### src/rtl/uart_tx_framer.sv
// uart_tx_framer: serialises one DATA_WIDTH word per valid/ready handshake into start, LSB-first data, optional parity and 1-2 stop bits.
// Ports: clk/rst (sync active-high), baud_tick (one pulse per bit period), tx_valid/tx_ready/tx_data (word handshake),
// parity_mode (00/11 none, 01 odd, 10 even), stop_two (two stop bits), tx_out (registered line, idle high),
// tx_busy (frame in flight), tx_done (registered one-cycle pulse when the frame ends).
// Build option: define UART_TX_PARITY_EN to include the parity bit; otherwise parity_mode is ignored.
module uart_tx_framer #(
  parameter int DATA_WIDTH = 8
) (
  input  logic                  clk,
  input  logic                  rst,
  input  logic                  baud_tick,
  input  logic                  tx_valid,
  output logic                  tx_ready,
  input  logic [DATA_WIDTH-1:0] tx_data,
  input  logic [1:0]            parity_mode,
  input  logic                  stop_two,
  output logic                  tx_out,
  output logic                  tx_busy,
  output logic                  tx_done
);
  localparam int CW = $clog2(DATA_WIDTH);
`ifdef UART_TX_PARITY_EN
  typedef enum logic [2:0] {IDLE, WAIT, START, DATA, PARITY, STOP} state_t;
  logic par, par_n, par_en, par_en_n;
`else
  typedef enum logic [2:0] {IDLE, WAIT, START, DATA, STOP} state_t;
  logic unused_parity;
  assign unused_parity = ^parity_mode;
`endif
  state_t state, state_n;
  logic [DATA_WIDTH-1:0] sh, sh_n;
  logic [CW-1:0] cnt, cnt_n;
  logic two, two_n, stop_cnt, stop_cnt_n, out_n, done_n;
  assign tx_ready = state == IDLE;
  assign tx_busy  = state != IDLE;
  always_comb begin
    state_n    = state;
    sh_n       = sh;
    cnt_n      = cnt;
    two_n      = two;
    stop_cnt_n = stop_cnt;
    out_n      = tx_out;
    done_n     = 1'b0;
`ifdef UART_TX_PARITY_EN
    par_n      = par;
    par_en_n   = par_en;
`endif
    case (state)
      IDLE: if (tx_valid) begin
        state_n    = WAIT;
        sh_n       = tx_data;
        two_n      = stop_two;
        stop_cnt_n = 1'b0;
`ifdef UART_TX_PARITY_EN
        par_en_n   = parity_mode == 2'b01 || parity_mode == 2'b10;
        par_n      = ^tx_data ^ (parity_mode == 2'b01);
`endif
      end
      WAIT: if (baud_tick) begin
        state_n = START;
        out_n   = 1'b0;
      end
      START: if (baud_tick) begin
        state_n = DATA;
        out_n   = sh[0];
        sh_n    = sh >> 1;
        cnt_n   = '0;
      end
      // cnt holds the index of the bit currently on the line
      DATA: if (baud_tick) begin
        if (cnt == CW'(DATA_WIDTH - 1)) begin
`ifdef UART_TX_PARITY_EN
          state_n = par_en ? PARITY : STOP;
          out_n   = par_en ? par : 1'b1;
`else
          state_n = STOP;
          out_n   = 1'b1;
`endif
        end else begin
          cnt_n = cnt + 1'b1;
          out_n = sh[0];
          sh_n  = sh >> 1;
        end
      end
`ifdef UART_TX_PARITY_EN
      PARITY: if (baud_tick) begin
        state_n = STOP;
        out_n   = 1'b1;
      end
`endif
      STOP: if (baud_tick) begin
        stop_cnt_n = 1'b1;
        state_n    = (two && !stop_cnt) ? STOP : IDLE;
        done_n     = !(two && !stop_cnt);
      end
      default: state_n = IDLE;
    endcase
  end
  always_ff @(posedge clk) begin
    if (rst) begin
      state    <= IDLE;
      tx_out   <= 1'b1;
      tx_done  <= 1'b0;
      sh       <= '0;
      cnt      <= '0;
      two      <= 1'b0;
      stop_cnt <= 1'b0;
`ifdef UART_TX_PARITY_EN
      par      <= 1'b0;
      par_en   <= 1'b0;
`endif
    end else begin
      state    <= state_n;
      tx_out   <= out_n;
      tx_done  <= done_n;
      sh       <= sh_n;
      cnt      <= cnt_n;
      two      <= two_n;
      stop_cnt <= stop_cnt_n;
`ifdef UART_TX_PARITY_EN
      par      <= par_n;
      par_en   <= par_en_n;
`endif
    end
  end
endmodule

### config.mk
export PLATFORM = sky130hd
export DESIGN_NAME = uart_tx_framer
export DESIGN_NICKNAME = d
export VERILOG_FILES = /design/src/rtl/uart_tx_framer.sv
export SDC_FILE = /design/constraint.sdc
export NUM_CORES = 1
export LEC_CHECK = 0
export ABC_AREA = 1
export BUFFER_PORTS_ARGS = -buffer_cell sky130_fd_sc_hd__buf_2
export CORE_MARGIN = 3
export CORE_UTILIZATION = 51
export CTS_BUF_LIST = sky130_fd_sc_hd__clkbuf_4
export CTS_CLUSTER_DIAMETER = 40
export DETAILED_ROUTE_END_ITERATION = 8
export GPL_TIMING_DRIVEN = 0
export PLACE_DENSITY = 0.84
export SLEW_MARGIN = 0
export SYNTH_ARGS = -nofsm -noshare
export SYNTH_HDL_FRONTEND = slang
export SYNTH_SLANG_ARGS = --single-unit
export TNS_END_PERCENT = 1
### constraint.sdc
create_clock -name clk -period 1.3 [get_ports clk]
set_input_delay 0.26 -clock clk [delete_from_list [all_inputs] [get_ports clk]]
set_output_delay 0.26 -clock clk [all_outputs]
set_load 0.005 [all_outputs]
Yosys cells after proc, flatten, opt, wreduce, memory -nomap -nowiden
Index checks and enable logic that the tools add are counted.
{ "word_totals": {"register_bits": 18, "latch_bits": 0, "mem_bits_rw": 0, "mem_bits_ro": 0, "input_bits": 15, "wordCells": 63, "mem_count": 0} }
{ "classes": {"addsub": 1, "n_mul": 0, "div": 0, "n_lt_le_gt_ge": 0, "n_eq_ne": 12, "shifts": 0, "muxes": 25, "bitwise_logic": 2, "n_reduce_logical": 16} }
{ "ops": {"columns": ["operator", "count"], "rows": [
  ["$mux 8", 4],
  ["$mux 3", 10],
  ["$pmux 8 s3", 1],
  ["$pmux 3 s5", 1],
  ["$ne 2x2->1 const B", 7],
  ["$reduce_bool 3->1", 3],
  ["$reduce_and 4->1", 2],
  ["$eq 3x2->1 const B", 2],
  ["$eq 3x3->1 const B", 2],
  ["$mux 1", 6],
  ["$pmux 3 s2", 1],
  ["$reduce_and 6->1", 1],
  ["$reduce_and 5->1", 1],
  ["$reduce_bool 2->1", 2],
  ["$add 3x1->3 const B", 1],
  ["$eq 3x1->1 const B", 1],
  ["$logic_not 3->1", 1],
  ["$pmux 1 s3", 1],
  ["$reduce_and 3->1", 1],
  ["$reduce_or 3->1", 1],
  ["$logic_not 1->1", 2],
  ["$not 1->1", 2],
  ["$pmux 1 s2", 1],
  ["$reduce_and 2->1", 1],
  ["$logic_and 1x1->1", 1]
]} }

Logic depth before layout (Yosys ltp)
{ "logic_depth": {"word_depth": 5, "ltp_mapped": 10, "mapped_depth_nobuf": 9} }

Least setup slack after synthesis
OpenSTA, ideal clock, no wires.
{ "synth_path": {"path_type": "register to register", "from": "register cnt[0]", "to": "register sh[4]", "setup_time_ns": 0.112, "arrival_ns": 1.324, "required_ns": 1.188, "setup_slack_ns": -0.136, "path_stages_with_launch": 10, "n_path_buf": 1, "period_less_slack_ns": 1.436, "cell_sequence": "dfxtp_1 > ha_1 > ha_1 > nand4_2 > nand3_4 > nor2_4 > buf_8 > nand2_2 > nand2_1 > nor2_2"} }
{ "synth_via": {"elab_chain_cells": 3} }
{ "synth_rtl": {"columns": ["item", "line", "rtl"], "rows": [
  ["start, declared", "32", "logic [CW-1:0] cnt, cnt_n;"],
  ["start signal, assigned", "117", "cnt <= cnt_n;"],
  ["$eq 3x3->1", "71", "if (cnt == CW'(DATA_WIDTH - 1)) begin"],
  ["$ne 2x2->1 (no line)", null, null],
  ["$reduce_and 5->1 (no line)", null, null],
  ["end signal, assigned", "116", "sh <= sh_n;"],
  ["end, declared", "31", "logic [DATA_WIDTH-1:0] sh, sh_n;"]
]} }
No other way between the ends.
A chain may end at the register's enable or synchronous reset.

Worst setup path after layout
{ "layout_path": {"from": "register state[2]", "to": "register sh[1]"} }
{ "layout_via": {"elab_chain_cells": 3} }
{ "layout_rtl": {"columns": ["item", "line", "rtl"], "rows": [
  ["start, declared", "30", "state_t state, state_n;"],
  ["start signal, assigned", "113", "state <= state_n;"],
  ["$eq 3x2->1 / $logic_not 3->1 (equally long branches)", "48", "case (state)"],
  ["$ne 2x2->1 (no line) / $reduce_bool 3->1 (equally long branches)", null, null],
  ["$reduce_and 5->1 (no line)", null, null]
]} }
Several ways; a longest one is shown, not always the timed one.

==> flow_summary.ini <==
[run_status]
status = finished, violations left
violations = negative setup slack

[cells_and_area]
seq_area_um2 = 368
final_cell_area_um2 = 1480
num_antenna_cells = 0
fin_nets = 208
stdcell_count = 217
multi_input_area_um2 = 727
fillCellCount = 156
drive_above_1_share_pct = 42.6
final_util_pct = 74.9
area_growth_syn_to_layout_pct = 36.3

[route]
vias = 1113
drtPass1Iterations = 4
viasPerCell = 5.13
remaining_drc_errors = 0
detail_route.iter0.violations = 36
final_antenna_net_count = 0
drt_wl_total_mm = 2.72
wl_per_cell_um = 12.5

[clock_tree]
h-tree-depth = 1
postCtsHoldBufs = 0
cts_num_sinks = 18
clk_root_buffer_cell = clkbuf_4
clockBufferDepth = 2
cts_buffers = 3
cts_tree = done
clk_latency_ns = 0.29
clkTransAtPathRegs_ns = 0.11

[power]
vdd_drop_max_v = 0.00143
p_per_area_nw_per_um2 = 2450
p_leak_nw = 0.717
power_w = 0.00363

[global_route]
grt.total_usage_pct = 20.7
gr-total-overflow = 0
grt_pass1_wl_mm = 4.23
grt_max_degree = 11
grt_pass1_vias = 1029
antenna_found_initial = 0

[logic_synthesis]
yosysTopAreaCell = dfxtp_1
synth-seq-cells = 18
postSynthCellCount = 158
synth_top_family_by_area = simple AND/OR/NAND/NOR gates
yosysTopAreaCellShare_pct = 33.1
ys_types = 25
yosysWarnings = 0
synth_area_um2 = 1090
synth_edf_count = 0
yosysSeqAreaShare_pct = 33.1
synth_xor_area_share_pct = 0
synth.mux.area_fraction_pct = 0
synth_ff_type = dfxtp_1
synthSimpleGateAreaFrac_pct = 45.4
synth.avg_cell_area_um2 = 6.89
synthArstFlopShare_pct = 0
synth_compound_area_share_pct = 8.51
syn_nets = 175
synthTopCellsByArea = dfxtp_1, nand2_1, nor2_2, inv_1, nand3_1
synthAdderAreaFrac_pct = 2.30

[sta]
report.final.slew_viol_count = 0
min_period_ns = 1.44
tightest_slew_ns = 0.258
rsz0062_at_grt = yes
fin_crit_sh_pct = 111
hold_violations = 0
finalSetupTns_ns = -1.10
skew_ns = 0.00293
maxSlewHeadroom_pct = 82.8
fin_ws_ns = -0.141
fmax_mhz = 694
setup_viol = 10

[critical_path]
slowest_stage = dfxtp_4
max_stage_delay_ns = 0.43
startpoint_type = register
cp-startpoint = state[2]
crit_required_ns = 1.50
crit_type = reg2reg
timing.rr.end = sh[1]
arrival_ns = 1.65
r2r_slack_ns = -0.14
crit_path_max_fanout = 6
rr_startpoint = state[2]
path_common_cell = nand2_1
rr_worst_depth = 9
endpoint_kind = register
cp_cell_sequence = inv_6, buf_12, nand4_4, nand3_4, nor2_4, buf_4, nand2_1, nand2_1, nor2_2

[place]
gp_congestion = 0.885
dpl-instance-area_um2 = 1240
port-buffer-count = 16
placed_cells = 201
dp_hpwl_mm = 1.74

[floorplan]
io_pins = 19
die_y_um = 52.2
die_area_um2 = 2720
placementRows = 16
start_util_pct = 54.9
fp.dieW_um = 52.2
core_area_um2 = 1980

[worst_hold_path]
holdPathStages = 3
hold_start = stop_two
min_to = two
hold_class = in2reg

[run]
cap_violations = 0
cell usage in the layout, fill, tap and decap left out:
master	synthesis	final
a21oi_1	7	7
a21oi_4	0	1
buf_12	0	1
buf_2	1	17
buf_4	1	10
buf_6	1	1
buf_8	1	2
clkbuf_16	0	1
clkbuf_4	0	3
clkinv_1	0	1
dfxtp_1	18	14
dfxtp_2	0	3
dfxtp_4	0	1
ha_4	0	2
inv_1	18	17
inv_2	1	1
inv_4	1	1
inv_6	0	1
nand2_1	43	40
nand2_2	5	6
nand2_4	0	1
nand2_8	0	1
nand3_1	12	11
nand3_2	3	2
nand3_4	1	3
nand4_1	4	4
nand4_4	0	1
nor2_1	12	8
nor2_2	16	18
nor2_4	1	3
o21ai_0	5	3
o21ai_1	0	2
o21ai_4	0	1
o21bai_1	1	1
o31ai_1	1	1
layer usage:
layer | global-route usage (%) | vias up | part of all wire (%)
met5 | 0 | - | 0
met4 | 9.79 | 0 | 1.4
met3 | 3.99 | 4 | 4.6
met2 | 36.2 | 28 | 50
met1 | 24.1 | 522 | 44
li1 | - | 559 | -
metrics by stage:
stage                     hold WS (ns)  setup slack [ns]
after floorplan                  0.322           -0.0388
after global routing             0.212            -0.213
after CTS                        0.198            -0.126
after detailed placement         0.442            -0.253
final                            0.199            -0.141
after global placement           0.439            -0.175
where the power goes:
part	total [W]	internal [W]	switching, W	leakage (nW)
Combinational	0.00246	0.00114	0.00132	0.552
Sequential	0.000870	0.000734	0.000135	0.150
Clock	0.000295	0.000112	0.000183	0.0154
Total	0.00363	0.00199	0.00164	0.717
synthesized netlist by cell type (2+ instances only):
library cell	instances
ha_1	2
nor2_2	16
nand4_1	4
dfxtp_1	18
nor2_1	12
nand3_1	12
nand2_1	43
o21ai_0	5
nand3_2	3
nand2_2	5
a21oi_1	7
inv_1	18
logic make-up after synthesis:
| kind of cell | count (synthesis) |
|---|---|
| compound gates | 16 |
| fa+ha+maj | 2 |
| simple gates | 98 |
| buf+inv | 24 |
| flops | 18 |
state kept, by name, summed over array words and instances (netlist names):
name and flops:
tx_out 1, stop_cnt 1, cnt 3, sh 8
two 1, state 3, tx_done 1
area by class of cell:
| type | instances | share of cell area (%) |
|---|---|---|
| multi-input combinational | 116 | 49.0 |
| clock buffer | 3 | 1.52 |
| timing repair buffer | 28 | 13.5 |
| sequential | 18 | 24.8 |
| inverter | 20 | 5.56 |
| buffer | 4 | 3.12 |
| tap | 27 | 2.28 |
| clock inverter | 1 | 0.253 |
critical path, delay by kind of cell, from the launching register on:
family / cells / cell delay [ns]
flops: 1 / 0.43
buf+inv: 3 / 0.37
simple gates: 6 / 0.55
timing repair:
action / 4_1_cts / 5_1_grt
setup endpoints to repair: 15 / 19
setup buffers: 6 / 5
cloned: 0 / 1
gates resized for setup: 18 / 9
pin swaps: 5 / 3
how the worst max path moves through the flow:
stage                   end  slack (ns)  depth (start not counted)
floorplan             sh[4]       -0.04                          9
global placement     cnt[0]       -0.18                          6
detailed placement   cnt[0]       -0.25                          6
CTS                 tx_busy       -0.13                          6
global route          sh[1]       -0.21                          9
finish                sh[1]       -0.14                          9
Power figures use the tool's default switching activity.
